===== config.mk =====
export PLATFORM = sky130hd
export DESIGN_NAME = regfile_wb_sched_flat
export DESIGN_NICKNAME = d
export VERILOG_FILES = /design/src/rtl/lemon_pkg.sv /design/src/rtl/regfile_wb_sched_if.sv /design/src/rtl/regfile_wb_sched_rr_arb2.sv /design/src/rtl/regfile_wb_sched.sv /design/src/flat_wrapper.sv
export SDC_FILE = /design/constraint.sdc
export NUM_CORES = 1
export LEC_CHECK = 0
export CAP_MARGIN = 20
export CORE_ASPECT_RATIO = 1.1
export CORE_MARGIN = 8
export CORE_UTILIZATION = 65
export CTS_CLUSTER_SIZE = 30
export DETAILED_ROUTE_END_ITERATION = 8
export DONT_BUFFER_PORTS = 1
export PLACE_DENSITY = 0.85
export SYNTH_ARGS = -nofsm -noshare
export SYNTH_HDL_FRONTEND = slang
export SYNTH_SLANG_ARGS = --single-unit

===== constraint.sdc =====
create_clock -name clk -period 6 [get_ports clk]
set_clock_uncertainty 0.1 [all_clocks]
set_input_delay 1.2 -clock clk [delete_from_list [all_inputs] [get_ports clk]]
set_output_delay 1.2 -clock clk [all_outputs]
set_load 0.005 [all_outputs]

===== src/rtl/lemon_pkg.sv =====
// Shared constants for the register-file writeback scheduler.
package lemon_pkg;

    localparam int unsigned ADDR_WIDTH = 5;
    localparam int unsigned DATA_WIDTH = 64;

    // Grant bit positions in the two-way arbiter
    localparam int unsigned SRC_EXU = 0;
    localparam int unsigned SRC_LSU = 1;

    // Hard-wired zero register index
    localparam int unsigned X0_IDX = 0;

endpackage


===== src/rtl/regfile_wb_sched_if.sv =====
// Issue, writeback-requester and register-file write-port signals of the scheduler.
interface regfile_wb_sched_if
    import lemon_pkg::*;
#(
    parameter int unsigned AW = ADDR_WIDTH,
    parameter int unsigned DW = DATA_WIDTH
);
    logic          iss_valid;
    logic          iss_wen;
    logic [AW-1:0] iss_rd;
    logic [AW-1:0] iss_rs1;
    logic [AW-1:0] iss_rs2;
    logic          iss_ready;

    logic          exu_valid;
    logic [AW-1:0] exu_rd;
    logic [DW-1:0] exu_data;
    logic          exu_ready;

    logic          lsu_valid;
    logic [AW-1:0] lsu_rd;
    logic [DW-1:0] lsu_data;
    logic          lsu_ready;

    logic          rf_wen;
    logic [AW-1:0] rf_rd;
    logic [DW-1:0] rf_data;
    logic          wb_err;

    modport slave (
        input  iss_valid, iss_wen, iss_rd, iss_rs1, iss_rs2,
        output iss_ready,
        input  exu_valid, exu_rd, exu_data,
        output exu_ready,
        input  lsu_valid, lsu_rd, lsu_data,
        output lsu_ready,
        output rf_wen, rf_rd, rf_data, wb_err
    );

    modport master (
        output iss_valid, iss_wen, iss_rd, iss_rs1, iss_rs2,
        input  iss_ready,
        output exu_valid, exu_rd, exu_data,
        input  exu_ready,
        output lsu_valid, lsu_rd, lsu_data,
        input  lsu_ready,
        input  rf_wen, rf_rd, rf_data, wb_err
    );
endinterface


===== src/rtl/regfile_wb_sched_rr_arb2.sv =====
// Two-input round-robin arbiter; priority flips to the loser only on a conflict.
module rr_arb2
    import lemon_pkg::*;
(
    input  logic       clk,
    input  logic       rst,
    input  logic [1:0] req,
    output logic [1:0] gnt
);
    logic prio;

    always_ff @(posedge clk) begin
        if (rst) begin
            prio <= 1'(SRC_LSU);
        end else if (&req) begin
            prio <= ~prio;
        end
    end

    always_comb begin
        gnt = req;
        if (&req) begin
            gnt       = '0;
            gnt[prio] = 1'b1;
        end
    end
endmodule


===== src/rtl/regfile_wb_sched.sv =====
// Register-file write-port scheduler: busy-bit scoreboard, EXU/LSU arbitration, registered write.
module regfile_wb_sched
    import lemon_pkg::*;
#(
    parameter int unsigned ADDR_WIDTH = lemon_pkg::ADDR_WIDTH,
    parameter int unsigned DATA_WIDTH = lemon_pkg::DATA_WIDTH
)(
    input logic              clk,
    input logic              rst,
    regfile_wb_sched_if.slave bus
);
    localparam int unsigned NREG = 1 << ADDR_WIDTH;

    logic [NREG-1:0]       busy;
    logic [NREG-1:0]       busy_nxt;
    logic [1:0]            gnt;
    logic                  acc_valid;
    logic [ADDR_WIDTH-1:0] acc_rd;
    logic [DATA_WIDTH-1:0] acc_data;
    logic                  haz;
    logic                  set_en;
    logic                  clr_en;

    rr_arb2 u_arb (
        .clk (clk),
        .rst (rst),
        .req ({bus.lsu_valid, bus.exu_valid}),
        .gnt (gnt)
    );

    // Hazard check sees only the busy bits registered at cycle start
    assign haz = busy[bus.iss_rs1] | busy[bus.iss_rs2] | (bus.iss_wen & busy[bus.iss_rd]);
    assign bus.iss_ready = ~haz;
    assign bus.exu_ready = gnt[SRC_EXU];
    assign bus.lsu_ready = gnt[SRC_LSU];

    assign acc_valid = |gnt;
    assign acc_rd    = gnt[SRC_LSU] ? bus.lsu_rd   : bus.exu_rd;
    assign acc_data  = gnt[SRC_LSU] ? bus.lsu_data : bus.exu_data;

    assign set_en = bus.iss_valid & ~haz & bus.iss_wen & (bus.iss_rd != ADDR_WIDTH'(X0_IDX));
    assign clr_en = acc_valid & (acc_rd != ADDR_WIDTH'(X0_IDX));

    // Clear is applied after set so a forced same-register collision resolves to free
    always_comb begin
        busy_nxt = busy;
        if (set_en) begin
            busy_nxt[bus.iss_rd] = 1'b1;
        end
        if (clr_en) begin
            busy_nxt[acc_rd] = 1'b0;
        end
        busy_nxt[X0_IDX] = 1'b0;
    end

    always_ff @(posedge clk) begin
        if (rst) begin
            busy        <= '0;
            bus.rf_wen  <= 1'b0;
            bus.rf_rd   <= '0;
            bus.rf_data <= '0;
            bus.wb_err  <= 1'b0;
        end else begin
            busy       <= busy_nxt;
            bus.rf_wen <= clr_en;
            if (clr_en) begin
                bus.rf_rd   <= acc_rd;
                bus.rf_data <= acc_data;
                if (!busy[acc_rd]) begin
                    bus.wb_err <= 1'b1;
                end
            end
        end
    end
endmodule


===== src/flat_wrapper.sv =====
// flat-port wrapper written by rule: the top's interface ports become plain ports
module regfile_wb_sched_flat import lemon_pkg::*;
#(
    parameter int unsigned ADDR_WIDTH = lemon_pkg::ADDR_WIDTH,
    parameter int unsigned DATA_WIDTH = lemon_pkg::DATA_WIDTH
)
  (clk, rst, bus_iss_valid, bus_iss_wen, bus_iss_rd, bus_iss_rs1, bus_iss_rs2, bus_iss_ready, bus_exu_valid, bus_exu_rd, bus_exu_data, bus_exu_ready, bus_lsu_valid, bus_lsu_rd, bus_lsu_data, bus_lsu_ready, bus_rf_wen, bus_rf_rd, bus_rf_data, bus_wb_err);
  regfile_wb_sched_if bus_i ();
  input logic clk;
  input logic rst;
  input wire logic [$bits(bus_i.iss_valid)-1:0] bus_iss_valid;
  input wire logic [$bits(bus_i.iss_wen)-1:0] bus_iss_wen;
  input wire logic [$bits(bus_i.iss_rd)-1:0] bus_iss_rd;
  input wire logic [$bits(bus_i.iss_rs1)-1:0] bus_iss_rs1;
  input wire logic [$bits(bus_i.iss_rs2)-1:0] bus_iss_rs2;
  output wire logic [$bits(bus_i.iss_ready)-1:0] bus_iss_ready;
  input wire logic [$bits(bus_i.exu_valid)-1:0] bus_exu_valid;
  input wire logic [$bits(bus_i.exu_rd)-1:0] bus_exu_rd;
  input wire logic [$bits(bus_i.exu_data)-1:0] bus_exu_data;
  output wire logic [$bits(bus_i.exu_ready)-1:0] bus_exu_ready;
  input wire logic [$bits(bus_i.lsu_valid)-1:0] bus_lsu_valid;
  input wire logic [$bits(bus_i.lsu_rd)-1:0] bus_lsu_rd;
  input wire logic [$bits(bus_i.lsu_data)-1:0] bus_lsu_data;
  output wire logic [$bits(bus_i.lsu_ready)-1:0] bus_lsu_ready;
  output wire logic [$bits(bus_i.rf_wen)-1:0] bus_rf_wen;
  output wire logic [$bits(bus_i.rf_rd)-1:0] bus_rf_rd;
  output wire logic [$bits(bus_i.rf_data)-1:0] bus_rf_data;
  output wire logic [$bits(bus_i.wb_err)-1:0] bus_wb_err;
  assign bus_i.iss_valid = bus_iss_valid;
  assign bus_i.iss_wen = bus_iss_wen;
  assign bus_i.iss_rd = bus_iss_rd;
  assign bus_i.iss_rs1 = bus_iss_rs1;
  assign bus_i.iss_rs2 = bus_iss_rs2;
  assign bus_iss_ready = bus_i.iss_ready;
  assign bus_i.exu_valid = bus_exu_valid;
  assign bus_i.exu_rd = bus_exu_rd;
  assign bus_i.exu_data = bus_exu_data;
  assign bus_exu_ready = bus_i.exu_ready;
  assign bus_i.lsu_valid = bus_lsu_valid;
  assign bus_i.lsu_rd = bus_lsu_rd;
  assign bus_i.lsu_data = bus_lsu_data;
  assign bus_lsu_ready = bus_i.lsu_ready;
  assign bus_rf_wen = bus_i.rf_wen;
  assign bus_rf_rd = bus_i.rf_rd;
  assign bus_rf_data = bus_i.rf_data;
  assign bus_wb_err = bus_i.wb_err;
  regfile_wb_sched #(.ADDR_WIDTH(ADDR_WIDTH), .DATA_WIDTH(DATA_WIDTH)) u_core (.clk(clk), .rst(rst), .bus(bus_i));
endmodule

==> results of run 1 <==
worst register-to-register path, delay by kind of cell, from the launching register on:
kind | cells | cell delay (ns)
buf+inv | 1 | 0.85
flops | 1 | 0.35
compound gates | 3 | 1.32
simple gates | 3 | 1.15
metrics by stage:
stage / setup slack [ns] / hold WS, ns / total power (W)
6_report: 1.77 / 0.406 / 0.00143
5_1_grt: 1.46 / 0.452 / 0.00149
4_1_cts: 1.86 / 0.411 / 0.00143
3_5_place_dp: 1.45 / 0.388 / 0.000999
3_3_place_gp: 1.62 / 0.382 / 0.000990
2_1_floorplan: 2.03 / 0.351 / 0.000973
registers in the layout, summed over array words and instances, names as in the netlist:
name	cells
u_core.bus.rf_rd	5
u_core.u_arb.prio	1
u_core.busy	31
u_core.bus.wb_err	1
u_core.bus.rf_wen	1
u_core.bus.rf_data	64
Yosys cell counts, types with 9 or more instances:
master,instances
dfxtp_1,103
nand2_1,178
o31ai_2,13
a21oi_1,9
mux4_2,19
nor2b_1,17
o31ai_1,11
mux2i_1,24
nand3b_1,27
o21ai_0,25
buf_2,12
a311oi_1,67
nand4_1,16
nand3_1,21
inv_1,9
nor2_1,77
clkbuf_1,46
how the worst max path moves through the flow:
stage | slack [ns] | to | depth (start not counted) | from
6_report | 1.77 | u_core.bus.rf_data[10] | 7 | bus_exu_valid
3_5_place_dp | 1.45 | u_core.bus.rf_data[10] | 7 | bus_exu_valid
5_1_grt | 1.46 | u_core.bus.rf_data[10] | 7 | bus_exu_valid
3_3_place_gp | 1.62 | u_core.bus.rf_data[57] | 7 | bus_exu_valid
4_1_cts | 1.86 | u_core.bus.rf_data[10] | 7 | bus_exu_valid
2_1_floorplan | 2.03 | bus_iss_ready | 5 | bus_iss_rs1[1]
per-layer routing:
metal  vias to the layer above  wire length (um)  GRT usage, %
met1                      2859              7300          34.6
met2                       422              9560          46.4
met5                         -                 0             0
met3                        84              2860          12.4
li1                       2757                 -             -
met4                         0               862          14.6
power by group through the flow:
| stage | Sequential [W] | Combinational [W] | Clock [W] |
|---|---|---|---|
| 5_1_grt | 0.000778 | 0.000236 | 0.000476 |
| 3_3_place_gp | 0.000788 | 0.000202 | 0 |
| 2_1_floorplan | 0.000772 | 0.000201 | 0 |
| 4_1_cts | 0.000774 | 0.000211 | 0.000448 |
| 3_5_place_dp | 0.000789 | 0.000210 | 0 |
| 6_report | 0.000772 | 0.000213 | 0.000443 |
cell usage in the layout (no fill, tap or decap), types with 5 or more instances in the layout:
cell type	count
o31ai_1	11
inv_1	9
a311oi_1	67
nand3b_1	27
buf_4	5
nand3_1	21
a211oi_1	6
nand4_1	16
nor3_1	6
nor2b_1	17
nor2_1	77
mux2i_1	24
nand2_1	177
o31ai_2	13
a221oi_1	5
o21ai_0	25
a21oi_1	9
nand2b_1	7
dfxtp_1	103
mux4_2	19
a22oi_1	7
clkbuf_8	9
a31oi_1	5
mux2_2	8
cell type report:
type                            count  area, um^2  area share (%)
Clock inverter                      7        73.8            1.15
Sequential cell                   103        2060            32.1
Inverter                           10        37.5           0.585
Multi-Input combinational cell    594        3940            61.3
Timing Repair Buffer                5        37.5           0.585
Clock buffer                        9         124            1.93
Tap cell                          117         146            2.28
logic make-up (layout without fill, tap and decap cells):
group / count (synthesis) / after routing / synth area share (%)
AO/OA/AOI/OAI: 176 / 176 / 22.5
flip-flops: 103 / 103 / 32.6
AND/OR/NAND/NOR: 363 / 363 / 26.0
multiplexers: 55 / 55 / 13.7
buffers and inverters: 79 / 31 / 5.28
==> impl_metrics.toml, run 1 <==
[layout]
stdcell_area_um2 = 6420
nNetsFinal = 882
fill_cells = 741
syn2layout_area_growth_pct = 1.52
drive_gt1_share_pct = 9.62
final_util_pct = 68.3
final_cell_count_no_fill = 845
diodes = 0

[critical_path]
path_cells = "nand2b_1 > nand2_2 > a21oi_2 > a31oi_4 > buf_4 > nor2_1 > a311oi_1"
cp-end-kind = "flip-flop"
start_kind = "input port"
r2r_start = "u_core.u_arb.prio"
cpLargestDelayFamily = "compound AO/OA/AOI/OAI gates"
max_stage_delay_ns = 0.83
r2r_cells = 7
r2r_end = "u_core.bus.rf_data[10]"
path_buf_inv = 1
arrival_ns = 4.41
path_class = "in -> reg"
cpMaxStageDelayCell = "buf_4"
crit_fanout = 102
r2r_setup_slack_ns = 2.12
cp_data_required_time_ns = 6.18

[logic_synthesis]
synthFlopType = "dfxtp_1"
yosysTopAreaCellShare_pct = 32.6
syn_avg_cell_area_um2 = 8.15
syn_inst = 776
syn-cell-area_um2 = 6320
ys_types = 55
synth_seq_cells = 103
yosysSeqAreaShare_pct = 32.6
synthArstFlopShare_pct = 0
syn-num-nets = 935
synth_enable_flop_cells = 0
yosys.area.top_type = "dfxtp_1"
synthTopCellsByArea = "dfxtp_1, nand2_1, a311oi_1"
yosysWarnings = 0

[clock_network]
insertion_delay_ns = 0.39
cts_tree = "built"
path_clk_slew_ns = 0.10
cts-buffers-inserted = 9
clock_sinks = 103
postCtsResizedCells = 0
cts_hold_buf = 0
htreeDepth = 3
postCtsSetupBuffers = 0
cts_root_buffer = "clkbuf_8"
clk_path_buf_depth = 2

[power_and_ir_drop]
power.leakage_nw = 2.35
switching_share_pct = 31.5
power_density_nw_per_um2 = 222
vdd_drop_max_v = 0.000151
p_comb_share_pct = 14.9
internal_power_w = 0.000978
clkPwrFrac_pct = 31.0
switchingPower_w = 0.000451
seq_power_share_pct = 54.1

[floorplan]
core_um2 = 9400
dieHeight_um = 119
std_cell_rows = 37
start_util_pct = 67.3
die-area_um2 = 13100
die_w_um = 110
boundaryPins = 233

[timing]
timing.fmax_mhz = 237
max_slew.worst_pin.slew_ns = 0.992
drv_slew = 0
maxSlewHeadroom_pct = 33.7
timing.setup.tns_ns = 0
finalSetupViolCount = 0
rsz0062_at_grt = "no"
hold_viol = 0
fin_crit_sh_pct = 70.5
period_minus_slack_ns = 4.23

[worst_hold_path]
hold_path_end = "u_core.bus.rf_rd[1]"
worstHoldStart = "u_core.bus.rf_rd[1]"
hold_class = "reg -> reg"
whs_path_depth = 2

[placement]
place_inst = 829
port_buffers = 0
gp_congestion = 0.976
hpwl_um = 15100
placed_area_um2 = 6220

[global_route]
grt_overflow_total = 0
grt_pass1_wl_um = 31200
antenna_found_initial = 0
grt_pass1_vias = 5833
grt_use_total_pct = 29.9
grt_max_degree = 110

[flow_run]
max_cap_viol_count = 0

[route]
vias = 6122
first_pass_iters = 5
via_per_inst = 7.24
wl_per_cell_um = 24.4
drc = 0
initialDrtViolationCount = 747
wl_um = 20600
drtAntennaViolNets = 0

[outcome]
status = "finished, final reports clean"
Note: power is estimated with default switching activity, not from simulation.
==> run 2, diff against run 1 <==
--- a/config.mk
+++ b/config.mk
@@ -8,11 +8,11 @@
 export CAP_MARGIN = 20
 export CORE_ASPECT_RATIO = 1.1
 export CORE_MARGIN = 8
-export CORE_UTILIZATION = 65
+export CORE_UTILIZATION = 64
 export CTS_CLUSTER_SIZE = 30
 export DETAILED_ROUTE_END_ITERATION = 8
 export DONT_BUFFER_PORTS = 1
-export PLACE_DENSITY = 0.85
+export PLACE_DENSITY = 0.84
 export SYNTH_ARGS = -nofsm -noshare
 export SYNTH_HDL_FRONTEND = slang
 export SYNTH_SLANG_ARGS = --single-unit
==> constraint.sdc (replaced) <==
create_clock -name clk -period 4 [get_ports clk]
set_clock_uncertainty 0.1 [all_clocks]
set_input_delay 0.8 -clock clk [delete_from_list [all_inputs] [get_ports clk]]
set_output_delay 0.8 -clock clk [all_outputs]
set_load 0.005 [all_outputs]
==> run 2 against run 1 <==
Critical path depth is 3 lower. Clock power up 62%. Cell count rose by 0.95%. Sequential power is 50% higher. Power grew 54%. Die area increased by 1.3%. First-iteration DRC count up 4.4%. Wire length grew 1.4%. Design area is 0.99% higher. Flip-flop and latch count stayed put. Largest power group unchanged.
==> impl_metrics.toml, run 2 (synthesis gave the netlist of run 1 again) <==
[critical_path]
arrival_ns = 2.29
cp-startpoint = "bus_iss_rs1[1]"
path_class = "in -> out"
r2r_cells = 6
crit_fanout = 6
cp-endpoint = "bus_iss_ready"
cp-end-kind = "primary output"
r2r_setup_slack_ns = 1.04
start_kind = "input port"
cp_data_required_time_ns = 3.10
r2r_end = "u_core.bus.rf_data[29]"
r2r_start = "u_core.u_arb.prio"

[timing]
hold_slack_ns = 0.403
rsz0062_at_grt = "no"
fin_ws_ns = 0.815
fin_crit_sh_pct = 79.6
drv_slew = 0
period_minus_slack_ns = 3.19
hold_viol = 0
timing.setup.tns_ns = 0
finalSetupViolCount = 0
timing.fmax_mhz = 314
maxSlewHeadroom_pct = 30.2
max_slew.worst_pin.slew_ns = 1.05

[clock_network]
postCtsResizedCells = 0
cts_tree = "built"
clock_sinks = 103
insertion_delay_ns = 0.39
cts-buffers-inserted = 9
path_clk_slew_ns = 0.11
cts_hold_buf = 0
clk_path_buf_depth = 2
postCtsSetupBuffers = 0
cts_root_buffer = "clkbuf_8"
htreeDepth = 3

[global_route]
antenna_found_initial = 0
grt_pass1_wl_um = 32000
grt_max_degree = 135
grt_overflow_total = 0
grt_use_total_pct = 29.1
grt_pass1_vias = 6009

[placement]
dpl_worst_slack_ns = 0.801
gp_congestion = 0.963
hpwl_um = 15200
placed_area_um2 = 6270
port_buffers = 0

[route]
drtAntennaViolNets = 0
initialDrtViolationCount = 780
drc = 0
via_per_inst = 7.25
wl_um = 20900
wl_per_cell_um = 24.5
vias = 6185
first_pass_iters = 6

[worst_hold_path]
hold_class = "reg -> reg"
whs_path_depth = 2

[power_and_ir_drop]
vdd_drop_max_v = 0.000195
power.leakage_nw = 2.40
power_density_nw_per_um2 = 340

[layout]
reg.largest.list = "u_core.bus.rf_data (64), u_core.busy (31), u_core.bus.rf_rd (5)"
diodes = 0
syn2layout_area_growth_pct = 2.53
mostFrequentLayoutCells = "nand2_1, dfxtp_1, nor2_1"
mostFrequentLayoutCell = "nand2_1"
stdcell_area_um2 = 6480
final_util_pct = 66.5
nNetsFinal = 887
max_flop_register = "u_core.bus.rf_data"
largest_reg_flops = 64
drive_gt1_share_pct = 10.2

[floorplan]
die_w_um = 111
std_cell_rows = 38
core_um2 = 9750
boundaryPins = 233
dieHeight_um = 120
die-area_um2 = 13300
start_util_pct = 64.9

[outcome]
status = "finished, final reports clean"

[flow_run]
max_cap_viol_count = 0
## run 2: worst min path at each step
stage / from / endpoint / slack [ns]
finish: u_core.bus.wb_err / u_core.bus.wb_err / 0.40
global route: rst / u_core.bus.rf_rd[0] / 0.37
CTS: rst / u_core.bus.rf_data[22] / 0.37
detailed placement: u_core.bus.wb_err / u_core.bus.wb_err / 0.40
global placement: u_core.bus.rf_rd[1] / u_core.bus.rf_rd[1] / 0.38
floorplan: u_core.bus.wb_err / u_core.bus.wb_err / 0.35
## run 2: layout make-up
type	count	area, um^2
Clock buffer	9	124
Clock inverter	7	83.8
Fill cell	813	3260
Inverter	10	37.5
Multi-Input combinational cell	594	3940
Sequential cell	103	2060
Tap cell	120	150
Timing Repair Buffer	10	87.6
## run 2: routing by layer
layer	global-route usage, %	vias up	part of all wire (%)
li1	-	2764	-
met1	32.8	2905	36
met2	48.0	438	47
met3	10.9	78	13
met4	13.8	0	4.0
met5	0	-	0
## run 2: stage by stage
step	instances	total power (W)
2_1_floorplan	776	0.00146
3_3_place_gp	837	0.00149
3_5_place_dp	837	0.00151
4_1_cts	853	0.00220
5_1_grt	853	0.00229
6_report	853	0.00221
## run 2: critical path: stages
cell and delay [ns]:
mux4_1 0.52, mux4_2 0.50, o211ai_2 0.23, o2111a_1 0.24
## run 2: report_power, final
part           internal [W]  switching [W]  total, W
Clock              0.000304       0.000412  0.000716
Combinational      0.000130       0.000201  0.000331
Sequential          0.00109      0.0000632   0.00116
